### src/rtl/pecell_apb_pkg.sv
// Shared constants for the PE-cell APB register block: register addresses,
// CTRL bit positions and the transfer FSM state type.
package pecell_apb_pkg;

  localparam logic [3:0] ADDR_CTRL     = 4'h0;
  localparam logic [3:0] ADDR_WADDR    = 4'h1;
  localparam logic [3:0] ADDR_STATUS   = 4'h2;
  localparam logic [3:0] ADDR_ID       = 4'h3;
  localparam logic [3:0] ADDR_SCRATCH0 = 4'h4;

  localparam int CTRL_START_BIT = 7;
  localparam int CTRL_MODE_LSB  = 0;
  localparam int CTRL_MODE_W    = 2;

  localparam int CNT_W = 4;

  typedef enum logic [1:0] {
    ST_IDLE,
    ST_WAIT,
    ST_READY
  } apb_state_e;

  // Scratch registers occupy 0x4-0x7.
  function automatic logic is_scratch(input logic [3:0] addr);
    return addr[3:2] == ADDR_SCRATCH0[3:2];
  endfunction

endpackage

### src/rtl/pecell_apb_regs_if.sv
// APB bus bundle between the initiator and the PE-cell register block.
// pslverr exists only when PECELL_APB_PSLVERR_EN is defined.
interface pecell_apb_regs_if;

  logic       psel;
  logic       penable;
  logic       pwrite;
  logic [3:0] paddr;
  logic [7:0] pwdata;
  logic [7:0] prdata;
  logic       pready;

`ifdef PECELL_APB_PSLVERR_EN
  logic       pslverr;

  modport master (
    output psel, penable, pwrite, paddr, pwdata,
    input  prdata, pready, pslverr
  );

  modport slave (
    input  psel, penable, pwrite, paddr, pwdata,
    output prdata, pready, pslverr
  );
`else
  modport master (
    output psel, penable, pwrite, paddr, pwdata,
    input  prdata, pready
  );

  modport slave (
    input  psel, penable, pwrite, paddr, pwdata,
    output prdata, pready
  );
`endif

endinterface

### src/rtl/pecell_apb_regs.sv
// APB register block for one PE cell with WAIT_CYCLES wait states per access.
// Define PECELL_APB_PSLVERR_EN to add the pslverr error response.
module pecell_apb_regs
  import pecell_apb_pkg::*;
#(
  parameter int unsigned WAIT_CYCLES = 0
) (
  input  logic                  clk,
  input  logic                  rst,
  input  logic [6:0]            pe_id,
  input  logic                  pe_busy,
  pecell_apb_regs_if.slave      apb,
  output logic [CTRL_MODE_W-1:0] work_mode,
  output logic [4:0]            waddr,
  output logic                  cfg_start
);

  apb_state_e       state_q, state_d;
  logic [CNT_W-1:0] cnt_q, cnt_d;
  logic             pready_q, pready_d;
  logic [7:0]       prdata_q, prdata_d;
  logic [CTRL_MODE_W-1:0] work_mode_q, work_mode_d;
  logic [4:0]       waddr_q, waddr_d;
  logic             cfg_start_q, cfg_start_d;
  logic [7:0]       scratch_q [4];
  logic [7:0]       scratch_d [4];

  logic             setup;
  logic             access;
  logic             wr_done;
  logic [7:0]       rd_value;

  assign setup   = apb.psel & ~apb.penable;
  assign access  = apb.psel & apb.penable;
  assign wr_done = (state_q == ST_READY) & access & apb.pwrite;

  // NOTE: every variable assigned in always_comb gets a default first so no latch is inferred.
  always_comb begin
    state_d = state_q;
    cnt_d   = '0;
    unique case (state_q)
      ST_IDLE: begin
        // penable without a preceding setup cycle is not a transfer start.
        if (setup) begin
          if (WAIT_CYCLES == 0) begin
            state_d = ST_READY;
          end else begin
            state_d = ST_WAIT;
            cnt_d   = CNT_W'(WAIT_CYCLES);
          end
        end
      end
      ST_WAIT: begin
        if (!apb.psel)               state_d = ST_IDLE;
        else if (cnt_q == CNT_W'(1)) state_d = ST_READY;
        else                         cnt_d   = cnt_q - CNT_W'(1);
      end
      ST_READY: begin
        if (!apb.psel || access) state_d = ST_IDLE;
      end
      default: state_d = ST_IDLE;
    endcase
  end

  always_comb begin
    rd_value = '0;
    case (apb.paddr)
      ADDR_CTRL:   rd_value = {{(8-CTRL_MODE_W){1'b0}}, work_mode_q};
      ADDR_WADDR:  rd_value = {3'b000, waddr_q};
      ADDR_STATUS: rd_value = {7'b0000000, pe_busy};
      ADDR_ID:     rd_value = {1'b0, pe_id};
      default:     if (is_scratch(apb.paddr)) rd_value = scratch_q[apb.paddr[1:0]];
    endcase
  end

  always_comb begin
    pready_d    = (state_d == ST_READY);
    prdata_d    = '0;
    work_mode_d = work_mode_q;
    waddr_d     = waddr_q;
    cfg_start_d = 1'b0;
    scratch_d   = scratch_q;

    // Read data is captured once, on entry to READY, and held until completion.
    if (state_d == ST_READY) prdata_d = (state_q == ST_READY) ? prdata_q : rd_value;

    if (wr_done) begin
      if (apb.paddr == ADDR_CTRL && !pe_busy) begin
        work_mode_d = apb.pwdata[CTRL_MODE_LSB +: CTRL_MODE_W];
        cfg_start_d = apb.pwdata[CTRL_START_BIT];
      end
      if (apb.paddr == ADDR_WADDR)  waddr_d = apb.pwdata[4:0];
      if (is_scratch(apb.paddr))    scratch_d[apb.paddr[1:0]] = apb.pwdata;
    end
  end

  // NOTE: sequential state uses non-blocking assignments so all registers update together.
  always_ff @(posedge clk) begin
    if (rst) begin
      state_q     <= ST_IDLE;
      cnt_q       <= '0;
      pready_q    <= 1'b0;
      prdata_q    <= '0;
      work_mode_q <= '0;
      waddr_q     <= '0;
      cfg_start_q <= 1'b0;
      // NOTE: the scratch array is a handful of flops, not a RAM, so it is reset like any register.
      scratch_q   <= '{default: '0};
    end else begin
      state_q     <= state_d;
      cnt_q       <= cnt_d;
      pready_q    <= pready_d;
      prdata_q    <= prdata_d;
      work_mode_q <= work_mode_d;
      waddr_q     <= waddr_d;
      cfg_start_q <= cfg_start_d;
      scratch_q   <= scratch_d;
    end
  end

  assign apb.pready  = pready_q;
  assign apb.prdata  = prdata_q;
  assign work_mode   = work_mode_q;
  assign waddr       = waddr_q;
  assign cfg_start   = cfg_start_q;

`ifdef PECELL_APB_PSLVERR_EN
  logic err_cond;

  // Error is judged on the same inputs that decide the write at the completion edge.
  assign err_cond = apb.paddr[3]
                  | (apb.pwrite & ((apb.paddr == ADDR_STATUS) | (apb.paddr == ADDR_ID)))
                  | (apb.pwrite & (apb.paddr == ADDR_CTRL) & pe_busy);
  assign apb.pslverr = pready_q & err_cond;
`endif

endmodule

### src/flat_wrapper.sv
// flat-port wrapper written by rule: the top's interface ports become plain ports
module pecell_apb_regs_flat import pecell_apb_pkg::*;
#(
  parameter int unsigned WAIT_CYCLES = 0
)
  (clk, rst, pe_id, pe_busy, work_mode, waddr, cfg_start, apb_psel, apb_penable, apb_pwrite, apb_paddr, apb_pwdata, apb_prdata, apb_pready);
  pecell_apb_regs_if apb_i ();
  input  logic clk;
  input  logic rst;
  input  logic [6:0] pe_id;
  input  logic pe_busy;
  output logic [CTRL_MODE_W-1:0] work_mode;
  output logic [4:0] waddr;
  output logic cfg_start;
  input wire logic [$bits(apb_i.psel)-1:0] apb_psel;
  input wire logic [$bits(apb_i.penable)-1:0] apb_penable;
  input wire logic [$bits(apb_i.pwrite)-1:0] apb_pwrite;
  input wire logic [$bits(apb_i.paddr)-1:0] apb_paddr;
  input wire logic [$bits(apb_i.pwdata)-1:0] apb_pwdata;
  output wire logic [$bits(apb_i.prdata)-1:0] apb_prdata;
  output wire logic [$bits(apb_i.pready)-1:0] apb_pready;
  assign apb_i.psel = apb_psel;
  assign apb_i.penable = apb_penable;
  assign apb_i.pwrite = apb_pwrite;
  assign apb_i.paddr = apb_paddr;
  assign apb_i.pwdata = apb_pwdata;
  assign apb_prdata = apb_i.prdata;
  assign apb_pready = apb_i.pready;
  pecell_apb_regs #(.WAIT_CYCLES(WAIT_CYCLES)) u_core (.clk(clk), .rst(rst), .pe_id(pe_id), .pe_busy(pe_busy), .apb(apb_i), .work_mode(work_mode), .waddr(waddr), .cfg_start(cfg_start));
endmodule
### config.mk
export PLATFORM = sky130hd
export DESIGN_NAME = pecell_apb_regs_flat
export DESIGN_NICKNAME = d
export VERILOG_FILES = /design/src/rtl/pecell_apb_pkg.sv /design/src/rtl/pecell_apb_regs_if.sv /design/src/rtl/pecell_apb_regs.sv /design/src/flat_wrapper.sv
export SDC_FILE = /design/constraint.sdc
export NUM_CORES = 1
export LEC_CHECK = 0
export CAP_MARGIN = 20
export CORE_ASPECT_RATIO = 0.7
export CORE_MARGIN = 2
export CORE_UTILIZATION = 34
export DETAILED_ROUTE_END_ITERATION = 6
export HOLD_SLACK_MARGIN = 0.05
export SLEW_MARGIN = 20
export SYNTH_ARGS = -nofsm -noshare
export SYNTH_HDL_FRONTEND = slang
export SYNTH_SLANG_ARGS = --single-unit
### constraint.sdc
create_clock -name clk -period 2.1 [get_ports clk]
set_clock_uncertainty 0.05 [all_clocks]
set_input_delay 0.525 -clock clk [delete_from_list [all_inputs] [get_ports clk]]
set_output_delay 0.525 -clock clk [all_outputs]
set_load 0.1 [all_outputs]
==> reports/metrics.sh <==
TOP_LEVEL_PORTS=42
RUN_STATUS='finished, final reports clean'
POWER_DENSITY_nW_PER_UM2=616.4
PLACE.GP.CONGESTION=0.7670
CLOCK_LATENCY_NS=0.31
GR-MAX-USAGE-LAYER='met1'
POST_ROUTE_ANTENNA_NET_VIOLATION_COUNT=0
WL_PER_CELL_UM=15.27
CRITICAL_PATH.CELL_CHAIN='clkdlybuf4s50_1 > nand3_1 > buf_4 > nor4b_4 > buf_4 > mux2i_1 > nor2_1'
CTS.HOLD.BUFFERS_ADDED=0
DR.FIRST_ITER.DRC_COUNT=84
ROOT_BUFFER='sky130_fd_sc_hd__clkbuf_8'
POST_SYNTHESIS_XOR_XNOR_AREA_FRACTION_PCT=0.7269
CRITICAL_PATH.N_BUFFERS_INVERTERS=3
YOSYS_REGISTER_BITS=55
SYNTHMUXAREASHARE_PCT=24.51
CRIT_PATH_END_KIND='flop'
POST_DETAILED_ROUTE_DRC_MARKER_COUNT=0
SETUP_VIOL_COUNT_FINAL=0
SYNTH_EDF_COUNT=0
MAIN_COMBINATIONAL_CELL_FAMILY_BY_AREA_AFTER_SYNTHESIS='multiplexers'
NUM_ANTENNA_CELLS=0
WORST_SETUP_PATH_START_KIND='input port'
DETAILROUTE.VIA_COUNT=1821
SYNTH.YOSYS.SEQ_AREA_SHARE_PCT=45.69
DRT-VIAS-PER-INSTANCE=4.718
DP.CELLS=378
TRITONCTS.NUM_BUFFERS=5
CRIT_PATH_MAX_FANOUT=7
SYNTH.CELL_AREA_SQ_UM=2410
R2R_SETUP_SLACK_NS=0.49
LAYOUT.CELLS.NON_FILLER=386
GRTUSAGETOTAL_PCT=16.28
SYNTH_TOP_FLOP_CELL='sky130_fd_sc_hd__dfxtp_1'
HP-CLASS='flop to flop'
SYNTH.NET_COUNT=253
FINAL_LAYOUT_SIZE_SUFFIX_GT1_SHARE_PCT=26.71
MAX_CAP_VIOLATIONS=0
SLEW_AT_THE_PIN_CLOSEST_TO_ITS_MAX_SLEW_LIMIT_NS=0.4246
SYN-MEAN-INSTANCE-AREA_SQ_UM=10.66
YS_ASYNC_SR_FRACTION_PCT=0
DIE_AREA_SQ_UM=7788
DRT_PRE_ANTENNA_ITERS=4
FIRST_GLOBAL_VIAS=1724
TIMING_HOLD_VIOLATIONS_FINAL=0
WORSTHOLDPATHCELLS=2
USE_MET2_PCT=21.71
YS_WARN_COUNT=0
CRIT_PATH_TOP_DELAY_CELL='sky130_fd_sc_hd__clkdlybuf4s50_1'
P_LEAK_uW=0.001307
CTS_TREE='done'
WORST-SETUP-PATH-TYPE='input port to flop'
PATH_DELAY_FAMILY='buffers and inverters'
DIE-HEIGHT_UM=74.44
SYNTH_CELLS=226
CTS.HTREE.LEVELS=2
GR-USAGE-MET3_PCT=3.769
FF2FF_PATH_DEPTH=5
ROWS=25
IRDROPWORSTVDD_mV=0.2984
UNREPAIRED_SETUP_ENDPOINTS_AFTER_GLOBAL_ROUTING='no'
GRT_REMAINING_OVERFLOW=0
YOSYS.CELL_TYPES.COUNT=37
CTS_SINKS=55
ADDER_AND_MAJORITY_CELL_FRACTION_OF_THE_SYNTHESIZED_AREA_PCT=1.038
WORST_PATH_LARGEST_CELL_DELAY_NS=0.49
LAYOUT_WORST_PATH_CYCLE_SHARE_PCT=93.15
SETUP.WORST_PATH.END='u_core.scratch_q[28]$_SDFFE_PP0P_'
MAX_SLEW_VIOLATION_COUNT=0
INITIAL_CORE_UTIL_PCT=35.34
RR_STARTPOINT='u_core.state_q[0]$_SDFF_PP0_'
CORE_AREA_SQ_UM=6819
CP.ARRIVAL_NS=2.10
DP_HPWL_UM=4491
FILL_CELLS=646
WORSTSETUPSTARTPOINT='apb_psel'
INITIAL_ANTENNA_VIOLATION_COUNT=0
IO_BUFFERS=41
MAXCLOCKFREQUENCY_MHz=511.2
SYN_TO_FINAL_GROWTH_PCT=38.63
PATH_CLK_SLEW_NS=0.10
FLOORPLAN.DIE.WIDTH_UM=104.6
SYNTH-SIMPLE-AREA-SHARE_PCT=19.00
FIN_TNS_SETUP_NS=0
FIRST_PASS_GRT_WIRE_LENGTH_UM=9646
NNETSFINAL=318
FIN_TOTAL_PWR_uW=2059
TIMING.CRITICAL_PATH.REQUIRED_NS=2.24
CLOCK_PATH_BUFFERS=2
FINAL_CRITICAL_DELAY_INCLUDING_SETUP_AND_EXTERNAL_DELAYS_NS=1.956
ROUTED_WL_UM=5896
GRT_START_MAX_NET_PINS=41
CRITICAL_PATH.REG2REG.ENDPOINT='u_core.scratch_q[28]$_SDFFE_PP0P_'
SLEW_HEADROOM_PCT=71.59
FRACTION_OF_THE_MAPPED_NETLIST_AREA_IN_COMPOUND_GATES_PCT=5.192
HOLD_SLACK_NS=0.4133
CP_NUM_CELLS=7
GR-USAGE-MET1_PCT=25.69
FINISH.UTILIZATION_PCT=48.99
CPMOSTUSEDCELL='sky130_fd_sc_hd__buf_4'
[worst min-delay path: cells and delay by family (launching register included)]
family / cells / cell delay [ns]
AO/OA/AOI/OAI: 1 / 0.05
flip-flops: 1 / 0.32
AND/OR/NAND/NOR: 1 / 0.05
[per-stage QoR]
stage,setup slack [ns],area (sq um)
3_5_place_dp,-0.3250,3173
5_1_grt,0.02308,3341
2_1_floorplan,0.1487,2410
3_3_place_gp,-0.2938,3173
4_1_cts,0.008109,3309
6_report,0.1438,3341
[repair_timing]
action,4_1_cts,5_1_grt
buffers inserted,0,0
hold endpoints to repair,0,0
setup endpoints to repair,0,39
resized for setup,0,9
[worst min-delay path by stage]
stage                                      startpoint                                end  slack [ns]
floorplan                  u_core.cnt_q[0]$_SDFF_PP0_         u_core.cnt_q[0]$_SDFF_PP0_        0.38
global placement           u_core.cnt_q[0]$_SDFF_PP0_         u_core.cnt_q[0]$_SDFF_PP0_        0.40
detailed placement  u_core.apb.prdata[0]$_SDFFE_PP0P_  u_core.apb.prdata[0]$_SDFFE_PP0P_        0.40
CTS                 u_core.apb.prdata[0]$_SDFFE_PP0P_  u_core.apb.prdata[0]$_SDFFE_PP0P_        0.41
global route               u_core.cnt_q[0]$_SDFF_PP0_         u_core.cnt_q[0]$_SDFF_PP0_        0.43
finish              u_core.apb.prdata[0]$_SDFFE_PP0P_  u_core.apb.prdata[0]$_SDFFE_PP0P_        0.41
[cell families after synthesis]
| logic type | Yosys count |
|---|---|
| flip-flops | 55 |
| multiplexers | 49 |
| adder cells (fa/ha/maj) | 2 |
| buffers and inverters | 19 |
| XOR/XNOR | 2 |
| AO/OA/AOI/OAI | 17 |
| AND/OR/NAND/NOR | 82 |
[cells in the mapped netlist, types with 3 or more instances]
cell	count	area share [%]
sky130_fd_sc_hd__a21oi_1	3	0.62
sky130_fd_sc_hd__buf_2	5	1.0
sky130_fd_sc_hd__dfxtp_1	55	46
sky130_fd_sc_hd__a31oi_1	4	1.0
sky130_fd_sc_hd__nand3_1	4	0.83
sky130_fd_sc_hd__nand2b_1	6	1.6
sky130_fd_sc_hd__clkbuf_1	6	0.93
sky130_fd_sc_hd__inv_1	3	0.47
sky130_fd_sc_hd__nand2_1	5	0.78
sky130_fd_sc_hd__a22oi_1	4	1.2
sky130_fd_sc_hd__mux4_2	8	7.5
sky130_fd_sc_hd__mux2i_1	41	17
sky130_fd_sc_hd__nor2_1	50	7.8
sky130_fd_sc_hd__nor4_4	3	2.6
[where the power goes]
group / leakage (uW) / internal (uW) / total (uW) / switching, uW
clock: 0.0000644 / 475 / 826 / 351
sequential: 0.000443 / 1040 / 1050 / 1.88
combinational: 0.000799 / 91.6 / 186 / 94.5
[per-layer routing]
layer / share of wire (%) / up-vias
li1: - / 921
met1: 56 / 850
met2: 38 / 42
met3: 4.9 / 8
met4: 1.1 / 0
met5: 0 / -
[registers in the layout, summed over array words and instances (netlist names)]
| name | flops |
|---|---|
| u_core.apb.pready | 1 |
| u_core.apb.prdata | 8 |
| u_core.work_mode | 2 |
| u_core.state_q | 2 |
| u_core.cfg_start | 1 |
| u_core.waddr | 5 |
| u_core.cnt_q | 4 |
| u_core.scratch_q | 32 |
[final cells by class]
class | count | area [sq um] | share of cell area, %
multi-input combinational | 152 | 1236 | 37.00
sequential | 55 | 1101 | 32.96
timing repair buffer | 72 | 730.7 | 21.87
tap | 94 | 117.6 | 3.521
clock buffer | 5 | 68.82 | 2.060
clock inverter | 3 | 67.56 | 2.022
inverter | 5 | 18.77 | 0.5618
[cell usage in the layout, fill, tap and decap left out, types with 2 or more instances in the layout]
| master | instances |
|---|---|
| sky130_fd_sc_hd__dfxtp_1 | 55 |
| sky130_fd_sc_hd__nor2_1 | 50 |
| sky130_fd_sc_hd__mux2i_1 | 41 |
| sky130_fd_sc_hd__buf_4 | 37 |
| sky130_fd_sc_hd__clkdlybuf4s50_1 | 20 |
| sky130_fd_sc_hd__buf_12 | 9 |
| sky130_fd_sc_hd__mux4_2 | 8 |
| sky130_fd_sc_hd__nand2b_1 | 5 |
| sky130_fd_sc_hd__nand2_1 | 5 |
| sky130_fd_sc_hd__clkbuf_8 | 5 |
| sky130_fd_sc_hd__nand3_1 | 4 |
| sky130_fd_sc_hd__a22oi_1 | 4 |
| sky130_fd_sc_hd__a31oi_1 | 4 |
| sky130_fd_sc_hd__dlymetal6s2s_1 | 4 |
| sky130_fd_sc_hd__inv_1 | 3 |
| sky130_fd_sc_hd__nor4_4 | 3 |
| sky130_fd_sc_hd__a21oi_1 | 3 |
| sky130_fd_sc_hd__inv_2 | 2 |
| sky130_fd_sc_hd__xnor2_1 | 2 |
| sky130_fd_sc_hd__a222oi_1 | 2 |
| sky130_fd_sc_hd__ha_1 | 2 |
| sky130_fd_sc_hd__bufinv_16 | 2 |
| sky130_fd_sc_hd__buf_6 | 2 |
No activity file was read; power rests on OpenSTA's default activity.
